File: src/rtl/fg_prog_sequencer.sv
// Floating-gate programming sequencer for one FPAA island: address settle, inject/tunnel pulse train, release, status response.
// All outputs are registered; DONE holds the response until rsp_ready, and cmd_ready is high only in IDLE.
module fg_prog_sequencer #(
    parameter int ROW_BITS   = 6,
    parameter int COL_BITS   = 6,
    parameter int NUM_ROWS   = 10,
    parameter int NUM_COLS   = 22,
    parameter int CNT_W      = 8,
    parameter int SETTLE_CYC = 4,
    parameter int PULSE_CYC  = 16,
    parameter int GAP_CYC    = 8,
    parameter int TUN_CYC    = 64
) (
    input  logic                clk,
    input  logic                rst,
    input  logic                cmd_valid,
    output logic                cmd_ready,
    input  logic                cmd_op,
    input  logic [ROW_BITS-1:0] cmd_row,
    input  logic [COL_BITS-1:0] cmd_col,
    input  logic [CNT_W-1:0]    cmd_count,
    input  logic                abort,
    output logic [ROW_BITS-1:0] row_addr,
    output logic [COL_BITS-1:0] col_addr,
    output logic                prog_en,
    output logic                drain_en,
    output logic                vinj_pulse,
    output logic                tun_en,
    output logic                rsp_valid,
    input  logic                rsp_ready,
    output logic                rsp_err,
    output logic                rsp_aborted,
    output logic [CNT_W-1:0]    rsp_pulses
);

    typedef enum logic [2:0] {
        IDLE, SETUP, PULSE, GAP, TUNNEL, RELEASE, DONE, ERR
    } state_t;

    localparam int MAX_A   = (SETTLE_CYC > PULSE_CYC) ? SETTLE_CYC : PULSE_CYC;
    localparam int MAX_B   = (GAP_CYC > TUN_CYC) ? GAP_CYC : TUN_CYC;
    localparam int MAX_CYC = (MAX_A > MAX_B) ? MAX_A : MAX_B;
    localparam int TMR_W   = $clog2(MAX_CYC) + 1;

    localparam logic [TMR_W-1:0] SETTLE_LAST = TMR_W'(SETTLE_CYC - 1);
    localparam logic [TMR_W-1:0] PULSE_LAST  = TMR_W'(PULSE_CYC - 1);
    localparam logic [TMR_W-1:0] GAP_LAST    = TMR_W'(GAP_CYC - 1);
    localparam logic [TMR_W-1:0] TUN_LAST    = TMR_W'(TUN_CYC - 1);
    localparam logic [31:0]      NUM_ROWS_U  = 32'(NUM_ROWS);
    localparam logic [31:0]      NUM_COLS_U  = 32'(NUM_COLS);

    state_t              state_q, state_d;
    logic [TMR_W-1:0]    timer_q, timer_d;
    logic [CNT_W-1:0]    pulse_cnt_q, pulse_cnt_d;
    logic                op_q, op_d;
    logic [ROW_BITS-1:0] row_q, row_d;
    logic [COL_BITS-1:0] col_q, col_d;
    logic [CNT_W-1:0]    count_q, count_d;
    logic                aborted_q, aborted_d;
    logic                err_q, err_d;

    logic                cmd_ready_q, cmd_ready_d;
    logic [ROW_BITS-1:0] row_addr_q, row_addr_d;
    logic [COL_BITS-1:0] col_addr_q, col_addr_d;
    logic                prog_en_q, prog_en_d;
    logic                drain_en_q, drain_en_d;
    logic                vinj_pulse_q, vinj_pulse_d;
    logic                tun_en_q, tun_en_d;
    logic                rsp_valid_q, rsp_valid_d;
    logic                rsp_err_q, rsp_err_d;
    logic                rsp_aborted_q, rsp_aborted_d;
    logic [CNT_W-1:0]    rsp_pulses_q, rsp_pulses_d;

    logic                out_of_range;

    assign out_of_range = (32'(cmd_row) >= NUM_ROWS_U) || (32'(cmd_col) >= NUM_COLS_U);

    always_comb begin
        state_d     = state_q;
        timer_d     = timer_q + 1'b1;
        pulse_cnt_d = pulse_cnt_q;
        op_d        = op_q;
        row_d       = row_q;
        col_d       = col_q;
        count_d     = count_q;
        aborted_d   = aborted_q;
        err_d       = err_q;

        case (state_q)
            IDLE: begin
                if (cmd_valid && cmd_ready_q) begin
                    op_d        = cmd_op;
                    row_d       = cmd_row;
                    col_d       = cmd_col;
                    count_d     = cmd_count;
                    pulse_cnt_d = '0;
                    aborted_d   = 1'b0;
                    err_d       = out_of_range;
                    state_d     = out_of_range ? ERR : SETUP;
                end
            end
            SETUP: begin
                if (abort) begin
                    aborted_d = 1'b1;
                    state_d   = RELEASE;
                end else if (timer_q == SETTLE_LAST) begin
                    if (op_q)                 state_d = TUNNEL;
                    else if (count_q != '0)   state_d = PULSE;
                    else                      state_d = RELEASE;
                end
            end
            PULSE: begin
                // An aborted pulse is cut short and never counted.
                if (abort) begin
                    aborted_d = 1'b1;
                    state_d   = RELEASE;
                end else if (timer_q == PULSE_LAST) begin
                    pulse_cnt_d = pulse_cnt_q + 1'b1;
                    state_d     = (pulse_cnt_d == count_q) ? RELEASE : GAP;
                end
            end
            GAP: begin
                if (abort) begin
                    aborted_d = 1'b1;
                    state_d   = RELEASE;
                end else if (timer_q == GAP_LAST) begin
                    state_d = PULSE;
                end
            end
            TUNNEL: begin
                if (abort) begin
                    aborted_d = 1'b1;
                    state_d   = RELEASE;
                end else if (timer_q == TUN_LAST) begin
                    state_d = RELEASE;
                end
            end
            RELEASE: begin
                if (timer_q == SETTLE_LAST) state_d = DONE;
            end
            DONE: begin
                if (rsp_valid_q && rsp_ready) state_d = IDLE;
            end
            ERR: begin
                state_d = DONE;
            end
            default: begin
                state_d = IDLE;
            end
        endcase

        if (state_d != state_q || state_q == IDLE || state_q == DONE || state_q == ERR) begin
            timer_d = '0;
        end
    end

    // Outputs are decoded from the next state so they register in the same cycle the state does.
    always_comb begin
        cmd_ready_d   = (state_d == IDLE);
        row_addr_d    = '0;
        col_addr_d    = '0;
        prog_en_d     = 1'b0;
        drain_en_d    = 1'b0;
        vinj_pulse_d  = 1'b0;
        tun_en_d      = 1'b0;
        rsp_valid_d   = 1'b0;
        rsp_err_d     = 1'b0;
        rsp_aborted_d = 1'b0;
        rsp_pulses_d  = '0;

        case (state_d)
            SETUP, PULSE, GAP, TUNNEL, RELEASE: begin
                row_addr_d   = row_d;
                col_addr_d   = col_d;
                prog_en_d    = 1'b1;
                drain_en_d   = !op_d && (state_d != RELEASE);
                vinj_pulse_d = (state_d == PULSE);
                tun_en_d     = (state_d == TUNNEL);
            end
            DONE: begin
                rsp_valid_d   = 1'b1;
                rsp_err_d     = err_d;
                rsp_aborted_d = aborted_d;
                rsp_pulses_d  = op_d ? '0 : pulse_cnt_d;
            end
            default: begin
            end
        endcase
    end

    always_ff @(posedge clk or posedge rst) begin
        if (rst) begin
            state_q       <= IDLE;
            timer_q       <= '0;
            pulse_cnt_q   <= '0;
            op_q          <= 1'b0;
            row_q         <= '0;
            col_q         <= '0;
            count_q       <= '0;
            aborted_q     <= 1'b0;
            err_q         <= 1'b0;
            cmd_ready_q   <= 1'b1;
            row_addr_q    <= '0;
            col_addr_q    <= '0;
            prog_en_q     <= 1'b0;
            drain_en_q    <= 1'b0;
            vinj_pulse_q  <= 1'b0;
            tun_en_q      <= 1'b0;
            rsp_valid_q   <= 1'b0;
            rsp_err_q     <= 1'b0;
            rsp_aborted_q <= 1'b0;
            rsp_pulses_q  <= '0;
        end else begin
            state_q       <= state_d;
            timer_q       <= timer_d;
            pulse_cnt_q   <= pulse_cnt_d;
            op_q          <= op_d;
            row_q         <= row_d;
            col_q         <= col_d;
            count_q       <= count_d;
            aborted_q     <= aborted_d;
            err_q         <= err_d;
            cmd_ready_q   <= cmd_ready_d;
            row_addr_q    <= row_addr_d;
            col_addr_q    <= col_addr_d;
            prog_en_q     <= prog_en_d;
            drain_en_q    <= drain_en_d;
            vinj_pulse_q  <= vinj_pulse_d;
            tun_en_q      <= tun_en_d;
            rsp_valid_q   <= rsp_valid_d;
            rsp_err_q     <= rsp_err_d;
            rsp_aborted_q <= rsp_aborted_d;
            rsp_pulses_q  <= rsp_pulses_d;
        end
    end

    assign cmd_ready   = cmd_ready_q;
    assign row_addr    = row_addr_q;
    assign col_addr    = col_addr_q;
    assign prog_en     = prog_en_q;
    assign drain_en    = drain_en_q;
    assign vinj_pulse  = vinj_pulse_q;
    assign tun_en      = tun_en_q;
    assign rsp_valid   = rsp_valid_q;
    assign rsp_err     = rsp_err_q;
    assign rsp_aborted = rsp_aborted_q;
    assign rsp_pulses  = rsp_pulses_q;

endmodule

File: config.mk
export PLATFORM = sky130hd
export DESIGN_NAME = fg_prog_sequencer
export DESIGN_NICKNAME = d
export VERILOG_FILES = /design/src/rtl/fg_prog_sequencer.sv
export SDC_FILE = /design/constraint.sdc
export NUM_CORES = 1
export LEC_CHECK = 0
export CAP_MARGIN = 20
export CELL_PAD_IN_SITES_DETAIL_PLACEMENT = 1
export CELL_PAD_IN_SITES_GLOBAL_PLACEMENT = 1
export CORE_AREA = 2 2 93 95
export DETAILED_ROUTE_END_ITERATION = 12
export DIE_AREA = 0 0 95 97
export GPL_TIMING_DRIVEN = 0
export PLACE_DENSITY = 0.88
export RECOVER_POWER = 50
export SLEW_MARGIN = 20
export SYNTH_ARGS = -nofsm -noshare
export SYNTH_HDL_FRONTEND = slang
export SYNTH_SLANG_ARGS = --single-unit
File: constraint.sdc
create_clock -name clk -period 3.7 [get_ports clk]
set_input_delay 0.74 -clock clk [delete_from_list [all_inputs] [get_ports clk]]
set_output_delay 0.74 -clock clk [all_outputs]
set_load 0.03 [all_outputs]
==> results.toml, run 1 <==
[outcome]
outcome = "finished, final reports clean"

[global_routing]
grt_pass1_wl_mm = 14.81
grt_pass1_vias = 3003
gr-usage-all-layers_pct = 20.55
overflow = 0
grt_max_degree = 49
antenna_found_initial = 0

[synthesis]
ys_seq_area_share_pct = 51.78
synthDistinctLibCells = 52
syn_nets = 347
postSynth.asyncResetShare_pct = 100.0
ys_ff_latch = 69
synth.cell_area_mm2 = 0.003337
syn_area_per_cell_um2 = 10.46
synthFlopType = "dfrtp_1"
synth_edf_count = 0
ys_warn_count = 0
synthCells = 319

[sta]
worst_slew_pin_slew_ps = 1152
min_period_ps = 3352
fin_skew_ps = 18.12
slew_violations = 0
timing.final.crit_share_pct = 90.59
clock.fmax_ghz = 0.2983
hold_viol_final = 0
timing.setup.tns_ps = 0
setup_viol = 0
holdWs_ps = 496.2
rsz0062_at_grt = "no"
maxSlewHeadroom_pct = 23.19

[job]
maxCapViolations = 0

[die]
core.rowCount = 33
dieWidth_um = 95
die_h_um = 97
core_area_mm2 = 0.008134
io_pins = 54
die_area_mm2 = 0.009215
start_util_pct = 41.02

[power_and_ir_drop]
ir_drop_mv = 0.2622
power_frac_comb_pct = 28.9
internal_power_mw = 1.283
swShare_pct = 37.33
power_density_mw_per_mm2 = 486.9
fin_total_pwr_mw = 2.048
power_leakage_nw = 1.853
p_seq_share_pct = 40.9
power.switching_mw = 0.7643
p_clk_share_pct = 30.2

[setup_path]
path_class = "flop to flop"
start_kind = "flop"
r2r_cells = 11
arrival_ps = 3590
cp.required_ps = 3940
endpoint_kind = "flop"
path_max_fanout = 10

[clocking]
cts-buffers-inserted = 9
clock_sinks = 69
worst_skew_pair.late_latency_ps = 370
htree_levels = 3
clockBufferDepth = 2
cts.clk_slew.worst_paths_ps = 100
cts_tree = "built"
cts_root_buffer = "clkbuf_8"

[layout]
final_nets = 412
syn_to_final_growth_pct = 26.02
final_common_cell = "dfrtp_1"
insertedDiodeCount = 0
layout-drive-gt1-share_pct = 13.37
final_area_mm2 = 0.004205
final_cell_mix = "68 x dfrtp_1, 41 x clkdlybuf4s50_1, 24 x a21oi_1"

[detailed_routing]
wl_per_cell_um = 17.44
dr.pass1.iters = 4
vias = 2696
drt-total-wl_mm = 8.613
drtAntennaViolNets = 0
drc = 0
viasPerCell = 5.457
drtIter0Drc = 80

[placement]
placed_area_mm2 = 0.004029
gp_congestion = 0.9031
place_hpwl_mm = 6.172
numPortBuffers = 53

[worst_hold_path]
hold_depth = 1
hold_class = "flop to flop"
-- worst paths after layout --
check                               startpoint             end  slack (ps)
worst min register to register      timer_q[0]      timer_q[0]         500
worst max-delay path            pulse_cnt_q[0]     col_addr[4]         350
worst min-delay path                timer_q[0]      timer_q[0]         500
max in group asynchronous                  rst      timer_q[6]        1130
worst max register to register  pulse_cnt_q[0]     col_addr[4]         350
min in group asynchronous                  rst  pulse_cnt_q[4]         980
-- logic make-up (layout without fill, tap and decap cells) --
family | Yosys count | in the layout | share of synthesized area, %
AOI/OAI and AO/OA | 88 | 88 | 17.44
xor gates and xnor gates | 15 | 15 | 3.937
adders and majority gates | 2 | 2 | 0.7498
buffers and inverters | 30 | 100 | 3.412
DFF | 69 | 69 | 51.78
muxes | 22 | 22 | 7.387
and+or+nand+nor | 93 | 93 | 15.30
-- critical path, stage by stage (launching register included) --
cell and delay [ps]:
dfrtp_1 510, ha_1 190, clkbuf_1 320, nand3_1 210, nor2_1 300, o311ai_0 160
a21oi_1 230, a31o_2 200, clkbuf_1 300, a21o_1 270, clkbuf_1 390, a21oi_1 150
-- metal layers --
layer  part of all wire (%)  up-vias  global-route usage [%]
li1                       -     1277                       -
met1                     43     1366                   25.68
met2                     53       43                   34.97
met3                    2.8       10                   4.283
met4                   0.91        0                   6.912
met5                      0        -                       0
-- metrics by stage --
stage | instances | util (%) | setup WS [ps]
6_report | 494 | 51.70 | 348.1
5_1_grt | 494 | 51.70 | 2.411
4_1_cts | 494 | 51.98 | 341.9
3_5_place_dp | 478 | 49.53 | 275.3
3_3_place_gp | 477 | 49.16 | 124.8
2_1_floorplan | 319 | - | 979.4
-- cell type report --
type / count / area, um2
clock buffers: 9 / 123.9
inverters: 10 / 38.79
clock inverters: 7 / 75.07
multi-input cells: 220 / 1495
flip-flops and latches: 69 / 1728
plain buffers: 20 / 77.57
fillers: 909 / 3929
repair buffers: 54 / 535.5
well taps: 105 / 131.4
-- power by group through the flow --
stage / combinational (mW) / sequential [mW] / clock [mW]
4_1_cts: 0.599 / 0.839 / 0.631
3_3_place_gp: 0.565 / 0.852 / 0
6_report: 0.591 / 0.838 / 0.618
2_1_floorplan: 0.354 / 0.897 / 0
5_1_grt: 0.651 / 0.845 / 0.666
3_5_place_dp: 0.594 / 0.854 / 0
-- registers in the layout, summed over array words and instances (netlist names), 3 cells and up --
name / flops
row_q: 6
col_addr: 6
count_q: 8
state_q: 3
rsp_pulses: 8
pulse_cnt_q: 8
col_q: 6
timer_q: 7
row_addr: 6
-- what timing repair did --
| item | 4_1_cts | 5_1_grt |
|---|---|---|
| resized for setup | 0 | 2 |
| buffers inserted | 0 | 0 |
| hold buffers | 0 | 0 |
| hold endpoints to repair | 0 | 0 |
| setup endpoints to repair | 0 | 1 |
-- cell usage after synthesis (all sizes together) (8+ instances only) --
master / n / area, um2
a21oi: 30 / 172.7
clkbuf: 17 / 63.81
dfrtp: 68 / 1702
inv: 10 / 37.54
mux2: 21 / 236.5
nand2: 18 / 67.56
nand3: 10 / 50.05
nor2: 15 / 56.30
nor2b: 12 / 75.07
nor3: 10 / 50.05
o21ai: 19 / 95.09
o31ai: 14 / 105.1
xor2: 8 / 70.07
Note: power is estimated with default switching activity, not from simulation.
==> run 2: changes to the inputs <==
Settings changed: SKIP_LAST_GASP set to 1.
==> results of run 2 <==
Final layout, timing and power as in run 1 (identical DEF).
==> RTL change 1, RTL diff (settings of run 1) <==
The parameter `GAP_CYC` goes from 8 to 4.
--- a/src/rtl/fg_prog_sequencer.sv
+++ b/src/rtl/fg_prog_sequencer.sv
@@ -8,7 +8,7 @@
     parameter int CNT_W      = 8,
     parameter int SETTLE_CYC = 4,
     parameter int PULSE_CYC  = 16,
-    parameter int GAP_CYC    = 8,
+    parameter int GAP_CYC    = 4,
     parameter int TUN_CYC    = 64
 ) (
     input  logic                clk,
Check against the original RTL: same outputs for any inputs over 10 cycles, from zero or initial values and one cycle with rst high; that may be too few to reach the edited logic, so the function may still have changed.
==> RTL change 1 against run 1 <==
- power up 13%
- critical endpoint is now col_addr[2]
- synthesized area down 1.3%
- sequential cell count unchanged
- critical path type unchanged
- combinational power up 19%
- final area down 0.39%
- largest power group unchanged
- final cell count down 2.2%
- die area unchanged
- maximum frequency up 9.3%
- routed wire length up 4.9%
- synthesized cell count down 3.4%
- non-clock buffer count down 2
- worst setup slack better by 280 ps
- first-iteration DRC count up 76%
==> RTL change 1: results (changes against run 1) <==
status: complete, no violations
Synth area leaders: dfrtp_1, mux2_2, nor2b_1
leakage power: 1.87 nW (+0.93%)
sequential area share after synthesis: 52.5% (+0.71 points)
via count of the first global-routing pass: 3033 (+1.0%)
met3 Track Usage GR: 7.40% (+3.1 points)
xor/xnor share of the synthesized area: 3.19% (-0.74 points)
largest net degree at the start of global routing: 44 (-10%)
Synth cell types: 55 (+5.8%)
Crit path largest cell delay: 490 ps (-20 ps)
P_int: 1.50 mW (+17%)
Total Routing Usage GR: 21.4% (+0.85 points)
worst hold path endpoint: col_q[3]
Max VDD drop: 340 µV (+30%)
Tightest Pin Transition: 1150 ps (+0.0267 ps)
Post-synth EDFFs: 0 (unchanged)
post-layout net count: 401 (-2.7%)
complex-gate fraction of the synthesized area: 13.3% (-4.1 points)
RR Endpoint: col_addr[2]
cell count after placement: 467 (-2.3%)
Finished Layout Cells: 483 (-2.2%)
proportion of synthesized area in mux cells: 7.87% (+0.48 points)
clk slew on worst S/H paths: 80 ps (-20 ps)
routability cong.: 0.868 (-3.9%)
WP data arrival: 3320 ps (-270 ps)
DP HPWL: 6370 µm (+3.3%)
wire per inst: 18.7 µm (+7.3%)
Post-Synth Adder-Cell Area: 0.760% (+0.010 points)
# resized after CTS: 0 (unchanged)
met2 Track Usage GR: 36.3% (+1.4 points)
share of layout cells above drive strength 1: 14.6% (+1.2 points)
largest delay contributor family on the critical path: compound AO/OA/AOI/OAI gates
Filler Cell Count: 890 (-2.1%)
flop-to-flop setup slack: 630 ps (+280 ps)
synth warn: 0 (unchanged)
Max Clock Skew: 6.26 ps (-11.9 ps)
met1 Use GR: 23.7% (-2.0 points)
vias: 2663 (-1.2%)
Post-Syn Nets: 336 (-3.2%)
DR iter-0 viols: 141 (+76%)
first-pass GRT wire length: 15100 µm (+1.8%)
reg2reg path depth: 9 (-2)
==> RTL change 1: cell count changes after synthesis, moves of 3 or more <==
cell,before,now
nor2_1,15,23
or3_1,5,1
nor2b_2,0,9
o31ai_1,14,3
nor4_1,2,5
nor2b_1,12,16
o2111ai_1,0,4
a21oi_1,24,13
o21ai_0,19,15
inv_1,10,7
nand3_1,10,15
a21oi_2,6,0
==> RTL change 1: power by group through the flow <==
stage / registers [mW] / clock network (mW) / logic, mW
after floorplan: 0.954 / 0 / 0.408
after global placement: 0.886 / 0 / 0.677
after CTS: 0.879 / 0.739 / 0.714
after detailed placement: 0.892 / 0 / 0.707
final: 0.878 / 0.728 / 0.701
after global routing: 0.887 / 0.771 / 0.767
==> RTL change 1: routing by layer <==
metal  wire length [µm]  vias to the layer above
li1                   -                     1225
met1               3520                     1324
met2               4630                       80
met3                571                       34
met4                309                        0
met5                  0                        -
==> RTL change 1: layout make-up <==
class                   instances  share of cell area (%)
flip-flops and latches         69                    41.2
well taps                     105                    3.14
repair buffers                 54                    12.8
clock buffers                   9                    2.96
clock inverters                 7                    2.51
inverters                       8                   0.747
plain buffers                  18                    1.79
multi-input cells             213                    34.8
==> RTL change 1: logic make-up (layout without fill, tap and decap cells) <==
family	after synthesis	after routing
compound gates	63	63
fa+ha+maj	2	2
flops	69	69
simple gates	114	114
buf+inv	26	96
xor+xnor	12	12
mux	22	22
==> RTL change 1: worst max-delay path by stage <==
| stage | cells past startpoint | slack [ps] | to |
|---|---|---|---|
| after floorplan | 9 | 1100 | col_addr[1] |
| after global placement | 2 | 160 | timer_q[0] |
| after detailed placement | 9 | 450 | row_addr[4] |
| after CTS | 9 | 690 | col_addr[2] |
| after global routing | 9 | 510 | col_addr[2] |
| final | 9 | 630 | col_addr[2] |
==> RTL change 1: metrics by stage <==
stage                     hold slack (ps)  cell area, µm²  worst slack [ps]
after detailed placement              487            3980               449
after CTS                             506            4210               687
after floorplan                       455            3290              1100
after global placement                475            3950               161
after global routing                  521            4190               508
final                                 498            4190               632
==> RTL change 2, RTL diff (config.mk and constraints of run 1) <==
Without the edit above. Take the reset off `row_addr_q` and `col_addr_q` and load them in a clocked block of their own.
--- a/src/rtl/fg_prog_sequencer.sv
+++ b/src/rtl/fg_prog_sequencer.sv
@@ -200,8 +200,6 @@
             aborted_q     <= 1'b0;
             err_q         <= 1'b0;
             cmd_ready_q   <= 1'b1;
-            row_addr_q    <= '0;
-            col_addr_q    <= '0;
             prog_en_q     <= 1'b0;
             drain_en_q    <= 1'b0;
             vinj_pulse_q  <= 1'b0;
@@ -221,8 +219,6 @@
             aborted_q     <= aborted_d;
             err_q         <= err_d;
             cmd_ready_q   <= cmd_ready_d;
-            row_addr_q    <= row_addr_d;
-            col_addr_q    <= col_addr_d;
             prog_en_q     <= prog_en_d;
             drain_en_q    <= drain_en_d;
             vinj_pulse_q  <= vinj_pulse_d;
@@ -232,6 +228,11 @@
             rsp_aborted_q <= rsp_aborted_d;
             rsp_pulses_q  <= rsp_pulses_d;
         end
+    end
+
+    always_ff @(posedge clk) begin
+        row_addr_q <= row_addr_d;
+        col_addr_q <= col_addr_d;
     end
 
     assign cmd_ready   = cmd_ready_q;
Function: changed (a bounded check fails within 4 cycles, from zero or initial values and one cycle with rst high).
==> RTL change 2 against run 1 <==
- the run now ends with capacitance limit, slew limit left
- first-iteration DRC count is 49% higher
- critical path depth is 2 lower
- sequential cell count stayed put
- worst setup slack better by 240 ps
- power is 1.9% lower
- routed wire length is 7.8% lower
- combinational power is 2% lower
- critical endpoint is now prog_en
- synthesized area is 5.8% lower
- final area is 5.7% lower
==> RTL change 2: results (changes against run 1) <==
status: complete, but fails checks
failing checks: capacitance limit, slew limit
via count of the first global-routing pass: 2626 (-13%)
routability cong.: 0.877 (-2.9%)
Synth area leaders: dfrtp_1, dfxtp_1, mux2_2
TritonRoute pass-1 iters: 4 (unchanged)
WP data arrival: 3360 ps (-230 ps)
Post-Route WL: 7940 µm (-7.8%)
Via density: 5.16 (-5.5%)
Max VDD drop: 235 µV (-10%)
antenna violations before repair: 0 (unchanged)
CTS Buf Count: 9 (unchanged)
crit path max fanout: 10 (unchanged)
sequential area share after synthesis: 53.1% (+1.3 points)
Total Routing Usage GR: 18.6% (-2.0 points)
synth cell count leaders: dfrtp_1, o21ai_0, mux2_2
Post-Syn Nets: 318 (-8.4%)
first-pass GRT wire length: 13200 µm (-11%)
DP HPWL: 5790 µm (-6.1%)
switching pwr: 0.698 mW (-8.7%)
H-Tree Depth: 3 (unchanged)
Crit path largest cell delay: 450 ps (-60 ps)
Max Clock Skew: 15.2 ps (-2.97 ps)
post-layout net count: 381 (-7.5%)
leakage power: 1.75 nW (-5.5%)
Slew headroom: -44.5% (-68 points)
CP max stage cell: dfrtp_1
Hold WC Path Type: register to register
DR iter-0 viols: 119 (+49%)
final slew viol count: 58 (+58)
maxcap violations: 1 (+1)
Post-synth ARST share: 82.6% (-17 points)
share of layout cells above drive strength 1: 15.1% (+1.7 points)
worst skew pair latency: 360 ps
clk slew on worst S/H paths: 80 ps (-20 ps)
Synth cell types: 54 (+3.8%)
largest net degree at the start of global routing: 58 (+18%)
I/O Buffers: 52 (-1.9%)
Filler Cell Count: 881 (-3.1%)
Die Area: 9220 µm² (unchanged)
Synth Flop Type: dfrtp_1
Clk Tree Root Cell: clkbuf_8
clk buf depth: 2 (unchanged)
[RTL change 2: changes by cell type after synthesis, moves of 5 or more]
cell,delta
a21oi_1,-17
a21oi_2,-6
clkbuf_1,-14
dfrtp_1,-12
dfxtp_1,+12
nand3_1,-6
nor2b_2,+5
o31ai_1,-13
xnor2_1,+6
[RTL change 2: worst max-delay path: cells and delay by family (launching register included)]
family / cells / cell delay (ps)
flip-flops: 1 / 450
buffers and inverters: 2 / 270
AND/OR/NAND/NOR: 2 / 570
multiplexers: 1 / 420
AO/OA/AOI/OAI: 3 / 930
adder cells (fa/ha/maj): 1 / 350
[RTL change 2: final cells by class]
class	count	share of cell area (%)
Clock inverter	7	1.26
Clock buffer	9	3.12
Tap cell	105	3.31
Sequential cell	69	42.1
Buffer	12	1.51
Inverter	11	1.04
Timing Repair Buffer	52	13.1
Multi-Input combinational cell	198	34.6
[RTL change 2: final timing paths]
check,endpoint,startpoint,slack (ps),cells after the start
max reg2reg,prog_en,pulse_cnt_q[0],590,9
max in group asynchronous,col_q[4],rst,900,2
min,col_q[0],col_q[0],500,1
max,prog_en,pulse_cnt_q[0],590,9
min in group asynchronous,count_q[3],rst,1550,2
min reg2reg,col_q[0],col_q[0],500,1
[RTL change 2: layer usage]
metal	up-vias	part of all wire (%)	track usage, %
met3	10	5.6	5.30
met1	1193	42	22.2
met2	53	51	30.9
met5	-	0	0
met4	0	1.7	7.69
li1	1133	-	-
[RTL change 2: through the flow]
stage	setup slack [ps]	power (mW)	util (%)	instance area, µm²	std cells
2_1_floorplan	1120	1.27	-	3140	290
6_report	588	2.01	48.8	3970	463
3_3_place_gp	555	1.43	46.6	3790	447
3_5_place_dp	557	1.46	46.7	3800	447
4_1_cts	562	2.03	48.8	3970	463
5_1_grt	313	2.11	48.8	3970	463
[RTL change 2: cells by family after synthesis]
family	Yosys count	share of synthesized area (%)
simple gates	100	18.0
fa+ha+maj	2	0.796
buf+inv	23	3.27
xor+xnor	17	4.74
mux	24	8.44
flops	69	53.1
compound gates	55	11.6
[RTL change 2: power by group through the flow]
stage	Sequential, mW	Combinational, mW	Clock [mW]
after detailed placement	0.886	0.578	0
after global placement	0.878	0.555	0
after floorplan	0.935	0.333	0
after global routing	0.878	0.631	0.596
final	0.869	0.582	0.558
after CTS	0.871	0.587	0.567
